--- config.mk ---
export PLATFORM = sky130hd
export DESIGN_NAME = platform_field_flat
export DESIGN_NICKNAME = d
export VERILOG_FILES = /design/src/rtl/platform_field_if.sv /design/src/rtl/platform_field.sv /design/src/flat_wrapper.sv
export SDC_FILE = /design/constraint.sdc
export NUM_CORES = 2
export LEC_CHECK = 0
export BUFFER_PORTS_ARGS = -buffer_cell sky130_fd_sc_hd__buf_2
export CELL_PAD_IN_SITES_DETAIL_PLACEMENT = 1
export CELL_PAD_IN_SITES_GLOBAL_PLACEMENT = 2
export CORE_MARGIN = 2
export CORE_UTILIZATION = 36
export CTS_CLUSTER_DIAMETER = 50
export DETAILED_ROUTE_END_ITERATION = 16
export GPL_TIMING_DRIVEN = 0
export PLACE_DENSITY_LB_ADDON = 0.1
export SLEW_MARGIN = 20
export SYNTH_ARGS = -nofsm -noshare
export SYNTH_HDL_FRONTEND = slang
export SYNTH_SLANG_ARGS = --single-unit
--- constraint.sdc ---
create_clock -name clk -period 16.5 [get_ports clk]
set_input_delay 1.65 -clock clk [delete_from_list [all_inputs] [get_ports clk]]
set_output_delay 1.65 -clock clk [all_outputs]
set_load 0.01 [all_outputs]
--- src/rtl/platform_field_if.sv ---
// Link between the doodle block and the platform field: the doodle
// position goes in, the landing result (collision and ground) comes back.
interface platform_field_if;
    logic [10:0]     doodle_x;
    logic [9:0]      doodle_y;
    logic            doodle_fall_direction;
    logic            collision;
    logic [1:0][9:0] ground;

    modport master (
        output doodle_x, doodle_y, doodle_fall_direction,
        input  collision, ground
    );
    modport slave (
        input  doodle_x, doodle_y, doodle_fall_direction,
        output collision, ground
    );
endinterface

--- src/rtl/platform_field.sv ---
// Platform layout for the play field: landing detection, world scroll,
// platform respawn from a 9-bit LFSR (x^9 + x^5 + 1), score and pixel colour.
module platform_field #(
    parameter int FPS             = 60,
    parameter int CLK             = 25000000,
    parameter int PLATFORM_COUNT  = 8,
    parameter int PLATFORM_WIDTH  = 114,
    parameter int PLATFORM_HEIGHT = 30,
    parameter int FIELD_LEFT      = 300,
    parameter int FIELD_WIDTH     = 424,
    parameter int SCROLL_LINE     = 300,
    parameter int MAX_SCROLL      = 16,
    parameter int FLOOR_Y         = 768
) (
    input  logic                     clk,
    input  logic                     rst,
    input  logic [$clog2(CLK/FPS):0] fps_counter,
    input  logic [1:0]               game_state,
    input  logic [10:0]              beam_x,
    input  logic [9:0]               beam_y,
    platform_field_if.slave          doodle,
    output logic [15:0]              score,
    output logic                     lost,
    output logic [2:0][3:0]          color,
    output logic                     is_transparent
);

    localparam int         X_RANGE   = FIELD_WIDTH - PLATFORM_WIDTH;
    localparam logic [8:0] LFSR_SEED = 9'h1A5;

    logic [10:0] plat_x [PLATFORM_COUNT];
    logic [10:0] plat_y [PLATFORM_COUNT];
    logic [10:0] x_next [PLATFORM_COUNT];
    logic [10:0] y_next [PLATFORM_COUNT];
    logic        floor_active;
    logic [8:0]  lfsr, lfsr_next;
    logic [15:0] score_next;
    logic [9:0]  hit_y, hit_y_comb;
    logic        hit, beam_hit;
    logic        playing, tick, do_scroll, do_lost;
    logic [10:0] doodle_y11, feet, scroll_dist, scroll_amt;
    logic [11:0] foot_left, foot_right;

    function automatic logic [8:0] lfsr_step(input logic [8:0] v);
        return {v[7:0], v[8] ^ v[4]};
    endfunction

    // One conditional subtract is enough: the LFSR never reaches 2*X_RANGE.
    function automatic logic [10:0] lfsr_offset(input logic [8:0] v);
        return ({1'b0, v} >= 10'(X_RANGE)) ? 11'({1'b0, v} - 10'(X_RANGE)) : 11'(v);
    endfunction

    assign playing     = (game_state == 2'd1);
    assign tick        = playing && (&fps_counter);
    assign doodle_y11  = {1'b0, doodle.doodle_y};
    assign feet        = doodle_y11 + 11'd80;
    assign foot_left   = {1'b0, doodle.doodle_x} + 12'd20;
    assign foot_right  = {1'b0, doodle.doodle_x} + 12'd60;
    assign scroll_dist = 11'(SCROLL_LINE) - doodle_y11;
    assign scroll_amt  = (scroll_dist > 11'(MAX_SCROLL)) ? 11'(MAX_SCROLL) : scroll_dist;
    assign do_scroll   = tick && !doodle.collision && !doodle.doodle_fall_direction &&
                         (doodle_y11 < 11'(SCROLL_LINE));
    assign do_lost     = tick && !floor_active && doodle.doodle_fall_direction &&
                         (doodle_y11 > 11'(FLOOR_Y - 80));

    // Downward scan so the lowest-index platform overrides both the floor and higher slots.
    always_comb begin
        // NOTE: every signal written here gets a default first, so no latch is inferred.
        hit        = 1'b0;
        hit_y_comb = 10'(FLOOR_Y);
        if (playing && doodle.doodle_fall_direction) begin
            if (floor_active && (feet >= 11'(FLOOR_Y - 1)))
                hit = 1'b1;
            for (int p = PLATFORM_COUNT - 1; p >= 0; p--) begin
                if ((feet >= plat_y[p]) && (feet < plat_y[p] + 11'(PLATFORM_HEIGHT)) &&
                    (foot_left < {1'b0, plat_x[p]} + 12'(PLATFORM_WIDTH)) &&
                    (foot_right > {1'b0, plat_x[p]})) begin
                    hit        = 1'b1;
                    hit_y_comb = plat_y[p][9:0];
                end
            end
        end
    end

    // Scroll, then wrap any platform pushed past the floor back to the top band.
    always_comb begin
        lfsr_next  = lfsr;
        score_next = score;
        for (int p = 0; p < PLATFORM_COUNT; p++) begin
            x_next[p] = plat_x[p];
            y_next[p] = plat_y[p] + scroll_amt;
            if (y_next[p] >= 11'(FLOOR_Y)) begin
                y_next[p] = y_next[p] - 11'(FLOOR_Y);
                x_next[p] = 11'(FIELD_LEFT) + lfsr_offset(lfsr_next);
                lfsr_next = lfsr_step(lfsr_next);
                if (score_next != 16'hFFFF)
                    score_next = score_next + 16'd1;
            end
        end
    end

    always_comb begin
        beam_hit = 1'b0;
        for (int p = 0; p < PLATFORM_COUNT; p++) begin
            if (({1'b0, beam_x} >= {1'b0, plat_x[p]}) &&
                ({1'b0, beam_x} < {1'b0, plat_x[p]} + 12'(PLATFORM_WIDTH)) &&
                ({1'b0, beam_y} >= plat_y[p]) &&
                ({1'b0, beam_y} < plat_y[p] + 11'd16))
                beam_hit = 1'b1;
        end
    end

    always_ff @(posedge clk) begin
        // NOTE: sequential state uses non-blocking assignments so every register samples pre-edge values.
        if (!rst) begin
            // NOTE: the platform table is a flop array, not a RAM, so it takes a reset value.
            for (int i = 0; i < PLATFORM_COUNT; i++) begin
                plat_y[i] <= 11'(FLOOR_Y - 96 * (i + 1));
                plat_x[i] <= 11'(FIELD_LEFT + (157 * i) % X_RANGE);
            end
            floor_active     <= 1'b1;
            lfsr             <= LFSR_SEED;
            score            <= 16'd0;
            hit_y            <= 10'(FLOOR_Y);
            doodle.collision <= 1'b0;
            doodle.ground    <= {2{10'(FLOOR_Y)}};
            lost             <= 1'b0;
            color            <= '0;
            is_transparent   <= 1'b1;
        end else begin
            doodle.collision <= hit;
            hit_y            <= hit_y_comb;
            lost             <= do_lost;

            if (tick && doodle.collision) begin
                doodle.ground[1] <= doodle.ground[0];
                doodle.ground[0] <= hit_y;
            end else if (do_scroll) begin
                doodle.ground[0] <= doodle.ground[0] + scroll_amt[9:0];
            end

            if (do_scroll) begin
                floor_active <= 1'b0;
                lfsr         <= lfsr_next;
                score        <= score_next;
                for (int p = 0; p < PLATFORM_COUNT; p++) begin
                    plat_x[p] <= x_next[p];
                    plat_y[p] <= y_next[p];
                end
            end

            if (beam_hit) begin
                color          <= {4'h5, 4'hB, 4'h2};
                is_transparent <= 1'b0;
            end else begin
                is_transparent <= 1'b1;
            end
        end
    end

endmodule
--- src/flat_wrapper.sv ---
// flat-port wrapper written by rule: the top's interface ports become plain ports
module platform_field_flat 
#(
    parameter int FPS             = 60,
    parameter int CLK             = 25000000,
    parameter int PLATFORM_COUNT  = 8,
    parameter int PLATFORM_WIDTH  = 114,
    parameter int PLATFORM_HEIGHT = 30,
    parameter int FIELD_LEFT      = 300,
    parameter int FIELD_WIDTH     = 424,
    parameter int SCROLL_LINE     = 300,
    parameter int MAX_SCROLL      = 16,
    parameter int FLOOR_Y         = 768
)
  (clk, rst, fps_counter, game_state, beam_x, beam_y, score, lost, color, is_transparent, doodle_doodle_x, doodle_doodle_y, doodle_doodle_fall_direction, doodle_collision, doodle_ground);
  platform_field_if doodle_i ();
  input  logic clk;
  input  logic rst;
  input  logic [$clog2(CLK/FPS):0] fps_counter;
  input  logic [1:0] game_state;
  input  logic [10:0] beam_x;
  input  logic [9:0] beam_y;
  output logic [15:0] score;
  output logic lost;
  output logic [2:0][3:0] color;
  output logic is_transparent;
  input wire logic [$bits(doodle_i.doodle_x)-1:0] doodle_doodle_x;
  input wire logic [$bits(doodle_i.doodle_y)-1:0] doodle_doodle_y;
  input wire logic [$bits(doodle_i.doodle_fall_direction)-1:0] doodle_doodle_fall_direction;
  output wire logic [$bits(doodle_i.collision)-1:0] doodle_collision;
  output wire logic [$bits(doodle_i.ground)-1:0] doodle_ground;
  assign doodle_i.doodle_x = doodle_doodle_x;
  assign doodle_i.doodle_y = doodle_doodle_y;
  assign doodle_i.doodle_fall_direction = doodle_doodle_fall_direction;
  assign doodle_collision = doodle_i.collision;
  assign doodle_ground = doodle_i.ground;
  platform_field #(.FPS(FPS), .CLK(CLK), .PLATFORM_COUNT(PLATFORM_COUNT), .PLATFORM_WIDTH(PLATFORM_WIDTH), .PLATFORM_HEIGHT(PLATFORM_HEIGHT), .FIELD_LEFT(FIELD_LEFT), .FIELD_WIDTH(FIELD_WIDTH), .SCROLL_LINE(SCROLL_LINE), .MAX_SCROLL(MAX_SCROLL), .FLOOR_Y(FLOOR_Y)) u_core (.clk(clk), .rst(rst), .fps_counter(fps_counter), .game_state(game_state), .beam_x(beam_x), .beam_y(beam_y), .doodle(doodle_i), .score(score), .lost(lost), .color(color), .is_transparent(is_transparent));
endmodule
# Yosys cells after proc, flatten, opt, wreduce, memory -nomap -nowiden
# Memories as Yosys holds them, arrays and structs flattened.
# Index checks and enable logic that the tools add are counted.
# Widths: inputs -> output; s select.
[op_classes]
n_addsub = 69
order_cmp = 84
n_eq_ne = 9
mux = 97
bitwise_logic = 24
n_reduce_logical = 64
[ops]
columns = ["operator", "count"]
rows = [
  ["$mux 11", 41],
  ["$mux 16", 16],
  ["$add 11x5->11 const B", 16],
  ["$ge 11x11->1", 16],
  ["$add 16x1->16 const B", 8],
  ["$ne 16x16->1 const B", 8],
  ["$mux 10", 10],
  ["$ge 11x10->1 const B", 9],
  ["$add 11x7->12 const B", 8],
  ["$gt 12x11->1", 8],
  ["$lt 11x12->1", 8],
  ["$lt 12x12->1", 8],
  ["$add 11x11->11", 8],
  ["$add 9x11->11 const A", 8],
  ["$ge 10x11->1", 8],
  ["$lt 10x11->1", 8],
  ["$lt 11x11->1", 8],
  ["$sub 11x10->11 const B", 8],
  ["$sub 9x9->10 const B", 8],
  ["$ge 9x9->1 const B", 8],
  ["$mux 9", 8],
  ["$logic_and 1x1->1", 58],
  ["$mux 1", 22],
  ["$reduce_and 20->1", 1],
  ["14 further kinds", 38],
]
[totals]
ff_bits = 62
ram_bits = 176
input_bits = 67
output_inout_bits = 51
word_cells = 361
memories = 2
[mem_list]
columns = ["memory", "depth", "word_bits", "read_ports", "rd_clocked_by_memory_dff", "write_ports", "line_no", "source"]
rows = [
  ["u_core.plat_x", 8, 11, 8, 0, 8, "platform_field.sv:31", "logic [10:0] plat_x [PLATFORM_COUNT];"],
  ["u_core.plat_y", 8, 11, 8, 0, 8, "platform_field.sv:32", "logic [10:0] plat_y [PLATFORM_COUNT];"],
]

# Logic depth before layout (Yosys ltp)
[depth]
depth_word = 27
depth_mapped = 68
ltp_nobuf = 64

# Worst setup path after synthesis
# No wires, ideal clock.
[synth_timing]
kind = "input-to-reg"
from = "input port doodle_doodle_y[4]"
to = "register u_core.score[10]"
setup_ns = 0.120
arrival_time_ns = 16.413
required_time_ns = 16.380
path_slack_ns = -0.033
cell_stages = 61
path_buffers = 4
path_cell_list = "inv_1 > ha_1 > nor2b_1 > a311oi_2 > o21a_2 > nand4_1 > a21oi_1 > ha_1 > clkbuf_1 > a21o_1 > a31o_1 > a221o_1 > or3_1 > o22ai_1 > xnor2_1 > ha_1 > nand3_1 > o41a_1 > (+25 left out) > o2111ai_1 > o31ai_2 > mux2_2 > ha_1 > o2111a_1 > nor4b_2 > and2_1 > nor2_1 > mux2_2 > ha_1 > o211a_2 > a41o_4 > xnor2_1 > ha_1 > nand4_1 > or4_1 > and3b_1 > a211o_1"
[synth_via]
elab_chain_len = 27
word_cells_on_any_way = 50
classes_between = "add/sub: 16; order compare: 10; eq/ne: 7; mux: 16; reduce/logical: 1"
[synth_lines]
columns = ["item", "line_no", "source"]
rows = [
  ["from (decl)", "flat_wrapper.sv:28", "input wire logic [$bits(doodle_i.doodle_y)-1:0] doodle_doodle_y;"],
  ["$sub 9x10->11", "platform_field.sv:59", "assign scroll_dist = 11'(SCROLL_LINE) - doodle_y11;"],
  ["$gt 11x5->1", "platform_field.sv:60", "assign scroll_amt = (scroll_dist > 11'(MAX_SCROLL)) ? 11'(MAX_SCROLL) : scroll_dist;"],
  ["$mux 11", "platform_field.sv:60", ""],
  ["$add 11x11->11", "platform_field.sv:91", "y_next[p] = plat_y[p] + scroll_amt;"],
  ["$ge 11x10->1", "platform_field.sv:92", "if (y_next[p] >= 11'(FLOOR_Y)) begin"],
  ["$mux 16", "platform_field.sv:92", ""],
  ["$add 16x1->16 or $ne 16x16->1 (tied branches)", "platform_field.sv:97, platform_field.sv:96", ""],
  ["$mux 16", "platform_field.sv:96", "if (score_next != 16'hFFFF)"],
  ["(+11 left out)", "-", ""],
  ["$mux 16", "platform_field.sv:96", ""],
  ["$mux 16", "platform_field.sv:92", ""],
  ["$add 16x1->16 or $ne 16x16->1 (tied branches)", "platform_field.sv:97, platform_field.sv:96", ""],
  ["$mux 16", "platform_field.sv:96", ""],
  ["$mux 16", "platform_field.sv:92", ""],
  ["$add 16x1->16 or $ne 16x16->1 (tied branches)", "platform_field.sv:97, platform_field.sv:96", ""],
  ["$mux 16", "platform_field.sv:96", ""],
  ["$mux 16", "platform_field.sv:92", ""],
  ["to (signal assigned)", "platform_field.sv:145", "score <= score_next;"],
  ["to (decl)", "platform_field.sv:22", "output logic [15:0] score,"],
]
# Several ways; a longest one is shown, not always the timed one.
# A chain may end at the register's enable or synchronous reset.

# Worst setup path in the final report
# Ends and elaborated chain as after synthesis.

==> run metrics <==
outcome=finished, final reports clean; drt drc=0; DRT Pass-1 Iters=5; clock sink count=236; Int Pwr=0.00237 W; Via Count=37,100; CP endpoint kind=register; Congestion Overflow GR=0; Crit path largest cell delay=460 ps; hold slack=around 450 ps; Slew @ Worst Pin=1140 ps; Synth async-reset ratio=0; DP Worst Slack=-5350 ps; DR iter-0 viols=1,918; Synth area leader=ha_1; root buf cell=clkbuf_16; Starting Density=0.362; first-pass GRT wire length=240 mm; share of layout cells above drive strength 1=0.0938; chip width=332 um; All-Layer GR Usage=0.285; leak pwr=18.9 nW; clock network fraction of total power=0.230; Slew Limit Fails=0; final setup TNS=0 ps; nets=5,933; CP arrival=16,310 ps; Post-synth top cells=ha_1 (800), nor2_1 (390), a21oi_1 (375), xnor2_1 (330), o21ai_0 (326); die height=332 um; Placeable Area=around 110,000 um^2; Final setup viols=0; Final Cell Area=44,400 um^2; Comb power frac=0.598; type of the worst setup path=in2reg; Hold/Removal Path Class=reg2reg; fillers=13,000; drt wl/cell=approximately 25 um; clock slew at reported path FFs=approximately 60 ps; CTS H-tree lvls=2; Post-Route WL=160 mm; TritonCTS clock tree=built; count of max-cap constraint violations=0; yosys synthesis warning count=0; Synth Register Bits=~240; switching share of power=0.472; PwrDens=101 nW/um^2; Mean Syn Cell Area=8.08 um^2; post-synth cell types=around 120; EDFF count, synth=176; synthesized area=38,800 um^2; Critical Path RT=between 15,000 and 20,000 ps; DP Area=~42,000 um^2; Psw=about 0.0021 W; Slew HR=0.220; Max clock buf depth=3; Final Critical Period=15,810 ps; Cells after Synth=slightly below 5,000; fin util=0.415; largest net degree at the start of global routing=55; register area share after synthesis=0.167; period utilisation layout=0.958; Max FO, Critical Path=19; type of origin of the critical path=input port; vias in the first global route=37,900; Final Hold Viols=0; die area=110,000 um^2; Final ANT Viol Nets=0; FMAX=63.3 MHz; Peak VDD IR=0.0000851 V; num rows=120; Slowest-stage cell, CP=or4_1; mean number of vias per cell=roughly 5.7; sequential share of power=0.172; area grow syn2layout=14.6%; Final Worst Setup Slack=slightly below 700 ps; count leader, synth=ha_1; CTS Hold Bufs=0; input/output buffers=105; Top FF cell, synth=edfxtp_1; top cells by area, synth=ha_1 (26%), edfxtp_1 (14%), xnor2_1 (7.4%), a21oi_1 (4.8%), o21ai_0 (4.2%); Skew-Pair Late Insertion Delay=660 ps; clk_skew=83.9 ps; detailed placement HPWL=~130 mm; initial antenna violation count=5; Synth top area share=0.258; Inserted Clock Buffers=48; I/O pin cnt=118; GPL Wtd Cong=around 0.9
==> flip-flops by register name, indices dropped and copies added (netlist names) <==
signal and count:
u_core.plat_x 88, u_core.plat_y 88, u_core.doodle.ground 20, u_core.score 16, u_core.hit_y 10, u_core.lfsr 9, u_core.color 1, u_core.doodle.collision 1
u_core.floor_active 1, u_core.is_transparent 1, u_core.lost 1
==> cell type report <==
cell class,count,area [um^2],area share
antenna,1,2.50,0.0000563
buffer,128,577,0.0130
timing repair buffer,178,1340,0.0301
sequential,236,6490,0.146
clock buffer,50,1210,0.0272
multi-input combinational,4223,31600,0.712
clock inverter,38,473,0.0106
inverter,251,963,0.0217
tap,1403,1760,0.0395
==> path summary, 6_finish.rpt <==
path | depth (start not counted) | slack [ps] | to | from
setup / recovery | 62 | 690 | u_core.score[10]$_SDFFE_PN0P_ | doodle_doodle_y[4]
hold / removal | 2 | 450 | u_core.doodle.ground[7]$_SDFFE_PN0P_ | u_core.hit_y[7]$_SDFF_PN0_
setup reg to reg | 54 | 2680 | u_core.score[10]$_SDFFE_PN0P_ | u_core.plat_y[0][5]$_SDFFCE_PN1P_
hold reg to reg | 2 | 450 | u_core.doodle.ground[7]$_SDFFE_PN0P_ | u_core.hit_y[7]$_SDFF_PN0_
==> through the flow <==
stage | cells | power, W
CTS | 6491 | 0.00446
global route | 6507 | 0.00484
detailed placement | 6382 | 0.00337
global placement | 6351 | 0.00330
finish | 6508 | 0.00448
floorplan | 4843 | 0.00255
==> cell families (layout without fill, tap and decap cells) <==
logic type | count (synthesis) | in the layout | share of synthesized area
buf+inv | 384 | 645 | 0.0388
compound gates | 1168 | 1168 | 0.188
xor+xnor | 404 | 404 | 0.0919
flops | 236 | 236 | 0.167
fa+ha+maj | 806 | 806 | 0.260
simple gates | 1719 | 1719 | 0.232
other cells | 1 | 42 | 0.0000967
mux | 85 | 85 | 0.0233
==> worst max-delay path, delay by kind of cell <==
kind,cells,cell delay (ps)
buf+inv,9,1660
simple gates,19,4020
mux,4,1250
compound gates,18,4860
xor+xnor,4,860
fa+ha+maj,8,1910
==> layout by cell type (no fill, tap or decap), types with 131 or more instances in the layout <==
cell type and count:
ha_1 792, nor2_1 382, a21oi_1 369, o21ai_0 317, xnor2_1 316, nand2_1 314
inv_1 241, nand2b_1 220, nor2b_1 186, edfxtp_1 176, nand3_1 131
==> power by group through the flow <==
| stage | Combinational, W | Clock [W] | Sequential [W] |
|---|---|---|---|
| floorplan | 0.00179 | 0 | 0.000758 |
| global route | 0.00300 | 0.00107 | 0.000776 |
| global placement | 0.00252 | 0 | 0.000781 |
| CTS | 0.00265 | 0.00105 | 0.000769 |
| detailed placement | 0.00259 | 0 | 0.000781 |
| finish | 0.00268 | 0.00103 | 0.000770 |
==> per-layer routing <==
layer | vias to the layer above | track usage | routed length, um | share of wire
met2 | 592 | 0.485 | 74700 | 0.47
met3 | 164 | 0.0248 | 4860 | 0.030
met1 | 18400 | 0.389 | 76700 | 0.48
li1 | 18000 | - | - | -
met4 | 2 | 0.0646 | 3680 | 0.023
met5 | - | 0 | 12 | 0.000075
==> repair_timing <==
action,4_1_cts,5_1_grt
gates resized for setup,72,37
setup endpoints to repair,16,16
setup buffers,24,18
pin swaps,12,16
Note: power is estimated with default switching activity, not from simulation.
